[src/rtl/gram_crg_pkg.sv]
// gram_crg_pkg: default power-up sequencing constants and width helper for gram_crg
package gram_crg_pkg;
  localparam int SYNC_RST_CYCLES_DEF = 16;
  localparam int DRAM_RESET_CYCLES_DEF = 20000;
  localparam int DRAM_CKE_CYCLES_DEF = 50000;
  localparam int DRAMSYNC_RST_CYCLES_DEF = 65536;
  function automatic int clog2(input longint v);
    int r = 0;
    for (longint x = v - 1; x > 0; x = x >> 1) r++;
    return r;
  endfunction
  localparam int CNT_WIDTH_DEF = clog2(longint'(DRAMSYNC_RST_CYCLES_DEF) + 1);
endpackage

[src/rtl/gram_crg_if.sv]
// gram_crg_if: generated domain clocks/resets and DDR3 power-up pin drives
interface gram_crg_if;
  logic crg_sync_clk;
  logic crg_sync_rst;
  logic crg_dramsync_clk;
  logic crg_dramsync_rst;
  logic dram_reset_n;
  logic dram_cke;
  logic init_done;
  modport master (output crg_sync_clk, crg_sync_rst, crg_dramsync_clk, crg_dramsync_rst, dram_reset_n, dram_cke, init_done);
  modport slave (input crg_sync_clk, crg_sync_rst, crg_dramsync_clk, crg_dramsync_rst, dram_reset_n, dram_cke, init_done);
endinterface

[src/rtl/gram_crg_reset_sync.sv]
// crg_reset_sync: 2-flop async-assert/sync-deassert reset synchronizer
module crg_reset_sync (
  input  logic clk,
  input  logic arst,
  output logic rst_sync
);
  logic [1:0] rel;
  always_ff @(posedge clk or posedge arst)
    if (arst) rel <= '0;
    else rel <= {rel[0], 1'b1};
  assign rst_sync = ~rel[1];
endmodule

[src/rtl/gram_crg.sv]
// gram_crg: board clock passthrough and counter-sequenced resets for sync/dramsync and DDR3 pins
module gram_crg
  import gram_crg_pkg::*;
#(
  parameter int SYNC_RST_CYCLES = SYNC_RST_CYCLES_DEF,
  parameter int DRAM_RESET_CYCLES = DRAM_RESET_CYCLES_DEF,
  parameter int DRAM_CKE_CYCLES = DRAM_CKE_CYCLES_DEF,
  parameter int DRAMSYNC_RST_CYCLES = DRAMSYNC_RST_CYCLES_DEF,
  parameter int CNT_WIDTH = CNT_WIDTH_DEF
) (
  input logic clk100_0__io,
  input logic rst_0__io,
  gram_crg_if.master crg
);
  localparam int NEED_W = clog2(longint'(DRAMSYNC_RST_CYCLES) + 1);
  localparam int CW = (CNT_WIDTH < NEED_W) ? NEED_W : CNT_WIDTH;
  localparam logic [CW-1:0] SYNC_T = CW'(SYNC_RST_CYCLES);
  localparam logic [CW-1:0] RESET_T = CW'(DRAM_RESET_CYCLES);
  localparam logic [CW-1:0] CKE_T = CW'(DRAM_CKE_CYCLES);
  localparam logic [CW-1:0] DRAMSYNC_T = CW'(DRAMSYNC_RST_CYCLES);
  logic rst_int;
  logic [CW-1:0] cnt;
  // state is stored so that all-zero power-up equals the reset state
  logic sync_rel, dramsync_rel, reset_n_q, cke_q;
  crg_reset_sync u_rst_sync (
    .clk(clk100_0__io),
    .arst(rst_0__io),
    .rst_sync(rst_int)
  );
  always_ff @(posedge clk100_0__io or posedge rst_0__io)
    if (rst_0__io) begin
      cnt <= '0;
      sync_rel <= 1'b0;
      dramsync_rel <= 1'b0;
      reset_n_q <= 1'b0;
      cke_q <= 1'b0;
    end else begin
      cnt <= rst_int ? '0 : (cnt == DRAMSYNC_T) ? cnt : cnt + 1'b1;
      sync_rel <= cnt >= SYNC_T;
      reset_n_q <= cnt >= RESET_T;
      cke_q <= cnt >= CKE_T;
      dramsync_rel <= cnt >= DRAMSYNC_T;
    end
  assign crg.crg_sync_clk = clk100_0__io;
  assign crg.crg_dramsync_clk = clk100_0__io;
  assign crg.crg_sync_rst = ~sync_rel;
  assign crg.crg_dramsync_rst = ~dramsync_rel;
  assign crg.dram_reset_n = reset_n_q;
  assign crg.dram_cke = cke_q;
  assign crg.init_done = dramsync_rel;
endmodule

[src/flat_wrapper.sv]
// flat-port wrapper written by rule: the top's interface ports become plain ports
module gram_crg_flat import gram_crg_pkg::*;
#(
  parameter int SYNC_RST_CYCLES = SYNC_RST_CYCLES_DEF,
  parameter int DRAM_RESET_CYCLES = DRAM_RESET_CYCLES_DEF,
  parameter int DRAM_CKE_CYCLES = DRAM_CKE_CYCLES_DEF,
  parameter int DRAMSYNC_RST_CYCLES = DRAMSYNC_RST_CYCLES_DEF,
  parameter int CNT_WIDTH = CNT_WIDTH_DEF
)
  (clk100_0__io, rst_0__io, crg_crg_sync_clk, crg_crg_sync_rst, crg_crg_dramsync_clk, crg_crg_dramsync_rst, crg_dram_reset_n, crg_dram_cke, crg_init_done);
  gram_crg_if crg_i ();
  input logic clk100_0__io;
  input logic rst_0__io;
  output wire logic [$bits(crg_i.crg_sync_clk)-1:0] crg_crg_sync_clk;
  output wire logic [$bits(crg_i.crg_sync_rst)-1:0] crg_crg_sync_rst;
  output wire logic [$bits(crg_i.crg_dramsync_clk)-1:0] crg_crg_dramsync_clk;
  output wire logic [$bits(crg_i.crg_dramsync_rst)-1:0] crg_crg_dramsync_rst;
  output wire logic [$bits(crg_i.dram_reset_n)-1:0] crg_dram_reset_n;
  output wire logic [$bits(crg_i.dram_cke)-1:0] crg_dram_cke;
  output wire logic [$bits(crg_i.init_done)-1:0] crg_init_done;
  assign crg_crg_sync_clk = crg_i.crg_sync_clk;
  assign crg_crg_sync_rst = crg_i.crg_sync_rst;
  assign crg_crg_dramsync_clk = crg_i.crg_dramsync_clk;
  assign crg_crg_dramsync_rst = crg_i.crg_dramsync_rst;
  assign crg_dram_reset_n = crg_i.dram_reset_n;
  assign crg_dram_cke = crg_i.dram_cke;
  assign crg_init_done = crg_i.init_done;
  gram_crg #(.SYNC_RST_CYCLES(SYNC_RST_CYCLES), .DRAM_RESET_CYCLES(DRAM_RESET_CYCLES), .DRAM_CKE_CYCLES(DRAM_CKE_CYCLES), .DRAMSYNC_RST_CYCLES(DRAMSYNC_RST_CYCLES), .CNT_WIDTH(CNT_WIDTH)) u_core (.clk100_0__io(clk100_0__io), .rst_0__io(rst_0__io), .crg(crg_i));
endmodule
[config.mk]
export PLATFORM = sky130hd
export DESIGN_NAME = gram_crg_flat
export DESIGN_NICKNAME = d
export VERILOG_FILES = /design/src/rtl/gram_crg_pkg.sv /design/src/rtl/gram_crg_if.sv /design/src/rtl/gram_crg_reset_sync.sv /design/src/rtl/gram_crg.sv /design/src/flat_wrapper.sv
export SDC_FILE = /design/constraint.sdc
export NUM_CORES = 1
export LEC_CHECK = 0
export BUFFER_PORTS_ARGS = -buffer_cell sky130_fd_sc_hd__buf_4
export CORE_MARGIN = 5
export CORE_UTILIZATION = 55
export DETAILED_ROUTE_END_ITERATION = 12
export PLACE_DENSITY = 0.7
export SLEW_MARGIN = 40
export SYNTH_ARGS = -nofsm -noshare
export SYNTH_HDL_FRONTEND = slang
export SYNTH_SLANG_ARGS = --single-unit
[constraint.sdc]
create_clock -name clk100_0__io -period 2.25 [get_ports clk100_0__io]
set_input_delay 0.3375 -clock clk100_0__io [delete_from_list [all_inputs] [get_ports clk100_0__io]]
set_output_delay 0.3375 -clock clk100_0__io [all_outputs]
set_load 0.05 [all_outputs]
==> impl_metrics.py <==
metrics = {
    "run_status": {
        "run_status": "complete, no violations",
    },
    "die": {
        "fp.dieArea_sq_um": 3190,
        "die_y_extent_um": 56.5,
        "start_util_pct": 59.4,
        "chipWidth_um": 56.5,
        "io-pin-count": 9,
        "core.rowCount": 16,
        "floorplan.core_area_sq_um": 2000,
    },
    "detailed_routing": {
        "detailedRoute.firstIterationViolations": 17,
        "route.antenna.remaining_nets": 0,
        "routed_wl_mm": 2.46,
        "routed.top_layer": "met4",
        "met3RoutedLength_um": 84,
        "route.layer.met1.wl_mm": 1.15,
        "firstDrtPassIters": 4,
        "detailed_route_wire_length_per_cell_um": 15.4,
        "post_drt_via_cell_ratio": 6.03,
        "drt_drc_violations_left": 0,
        "vias": 964,
        "met2RoutedLength_mm": 1.17,
    },
    "cells_and_area": {
        "final_cell_mix": "dfrtp_1 (23), nand2_1 (12), a21oi_1 (10)",
        "flow.area_growth_from_synthesis_pct": 11.6,
        "final_util_pct": 66.3,
        "final_common_cell": "dfrtp_1",
        "layout-drive-gt1-share_pct": 15.0,
        "num_antenna_cells": 0,
        "num-nets-final": 138,
    },
    "sta": {
        "report.final.setup_viol": 0,
        "drv_slew": 0,
        "unrepaired_setup_endpoints_after_global_routing": "false",
        "largest_clock_skew_in_the_final_design_ns": 0.00110,
        "hold_violations": 0,
        "max_slew_headroom_pct": 65.4,
        "setup_slack_ns": 0.371,
        "fin_setup_tns_ns": 0,
        "worst_pin_slew_ns": 0.517,
    },
    "synthesis": {
        "portion_of_the_post_synthesis_area_used_by_sequential_elements_pct": 48.4,
        "synth_area_leaders": "dfrtp_1 (48%), mux2i_1 (5.1%), or4_1 (4.4%)",
        "ys_async_sr_fraction_pct": 100,
        "synth_edf_count": 0,
        "synth.ff_latch_count": 23,
        "netlist.area_leader.share_pct": 48.4,
        "synth.lib_cells_used.distinct": 30,
        "synthesis.yosys.warnings": 0,
        "synth-main-ff-cell": "dfrtp_1",
        "mean_instance_size_in_the_synthesized_netlist_sq_um": 9.82,
        "syn_inst": 121,
        "netlist_area_sq_um": 1190,
        "synthesized_nets": 125,
        "synth.largest_area_cell": "dfrtp_1",
    },
    "place": {
        "port_buffers": 8,
        "placement.setup.worst_slack_ns": 0.492,
        "dpl_wire_length_mm": 1.61,
        "globalplace.congestion": 0.793,
    },
    "power": {
        "power.switching_w": 0.000320,
        "internal_power_w": 0.000625,
        "clockPowerShare_pct": 51.4,
        "sw_frac_of_total_pct": 33.9,
        "vdd_ir_max_uv": 850,
        "power_dens_cells_nw_per_um2": 713,
        "report.power.total_w": 0.000945,
        "p_seq_share_pct": 45.4,
        "power.combinational.fraction_pct": 3.1,
        "power.leakage_nw": 0.579,
    },
    "grt": {
        "grt_pass1_wl_mm": 4.29,
        "number_of_antenna_violations_at_the_first_check_in_global_routing": 0,
        "gr-total-overflow": 0,
        "first_global_vias": 980,
        "grt_start_max_net_pins": 24,
        "global_route.usage.total_pct": 17.4,
    },
    "clock_network": {
        "clkLatencyLatePin_ns": 0.41,
        "clock_tree_from_tritoncts": "built",
        "cts_resized": 0,
        "cts_post_setup_buffers_inserted": 0,
        "cts.reportedPaths.clkPinSlew_ns": 0.12,
        "post_cts_hold_buffer_count": 1,
    },
    "setup_path": {
        "cp_data_required_time_ns": 1.91,
        "critical_path_arrival_ns": 1.54,
        "timing.critical_path.fanout_max": 2,
        "timing.setup.critical_path_class": "clk -> out",
        "worstSetupStartpointType": "clock port",
        "timing.critical_path.to_type": "primary output",
    },
    "min_path": {
        "hold_path_class": "reg -> reg",
    },
    "run": {
        "timing.max_cap.violations": 0,
    },
}
[worst max-delay path, stage by stage]
cell      delay, ns
clkbuf_4       0.12
clkbuf_4       0.12
buf_4          0.18
[worst paths after layout]
path | from | endpoint | slack (ns) | depth (start not counted)
worst min register to register | u_core.u_rst_sync.rel[0] | u_core.u_rst_sync.rel[1] | 0.38 | 0
worst max-delay path | clk100_0__io | crg_crg_sync_clk | 0.37 | 3
worst min-delay path | u_core.u_rst_sync.rel[0] | u_core.u_rst_sync.rel[1] | 0.38 | 0
worst max register to register | u_core.cnt[4] | u_core.cnt[11] | 0.43 | 3
min in group asynchronous | rst_0__io | u_core.cnt[4] | 0.51 | 4
max in group asynchronous | rst_0__io | u_core.cnt[15] | 1.51 | 4
[area by class of cell]
| type | count | area, sq um |
|---|---|---|
| fillers | 169 | 676 |
| flip-flops and latches | 23 | 576 |
| multi-input cells | 83 | 549 |
| clock buffers | 10 | 71.3 |
| repair buffers | 8 | 62.6 |
| inverters | 9 | 33.8 |
| well taps | 27 | 33.8 |
[cell usage after synthesis, types with 2 or more instances]
cell type and n:
nand4_1 4, mux2i_1 6, or3_1 4, ha_1 2
a211o_1 2, buf_4 2, dfrtp_1 23, a21oi_1 10
o31ai_1 4, nor2_1 3, inv_1 8, or4_4 2
nor4_1 4, o21ai_0 4, nand2b_1 4, clkbuf_1 4
or4_1 7, nand3_1 5, nand2_1 12
[cells by family after synthesis]
kind of cell / after synthesis / share of synthesized area (%)
adders and majority gates: 2 / 2.10
muxes: 6 / 5.05
AOI/OAI and AO/OA: 23 / 11.7
DFF: 23 / 48.4
and+or+nand+nor: 49 / 25.6
xor gates and xnor gates: 2 / 1.47
other: 1 / 0.315
buffers and inverters: 15 / 5.37
[metal layers]
layer  vias up  global-route usage [%]
li1        463                       -
met1       470                    22.2
met2        25                    26.1
met3         6                    2.75
met4         0                    13.2
met5         -                       0
[power groups by stage]
stage | logic (W) | registers, W | clock network, W
3_3_place_gp | 0.0000275 | 0.000436 | 0.000192
5_1_grt | 0.0000340 | 0.000431 | 0.000527
6_report | 0.0000294 | 0.000430 | 0.000486
3_5_place_dp | 0.0000287 | 0.000437 | 0.000192
2_1_floorplan | 0.0000220 | 0.000433 | 0.000192
4_1_cts | 0.0000300 | 0.000429 | 0.000500
[sequential cells by signal, indices dropped and copies added, names as in the netlist]
signal and flops:
u_core.crg.dram_cke 1, u_core.cnt 17, u_core.crg.dram_reset_n 1, u_core.u_rst_sync.rel 2
u_core.crg.init_done 1, u_core.sync_rel 1
[per-stage QoR]
step	area, sq um	hold WS [ns]	std cells
after floorplan	1190	0.331	121
after global placement	1260	0.344	151
after detailed placement	1260	0.343	151
after CTS	1330	0.379	160
after global routing	1330	0.402	160
final	1330	0.376	160
(Power assumes the default switching activity.)
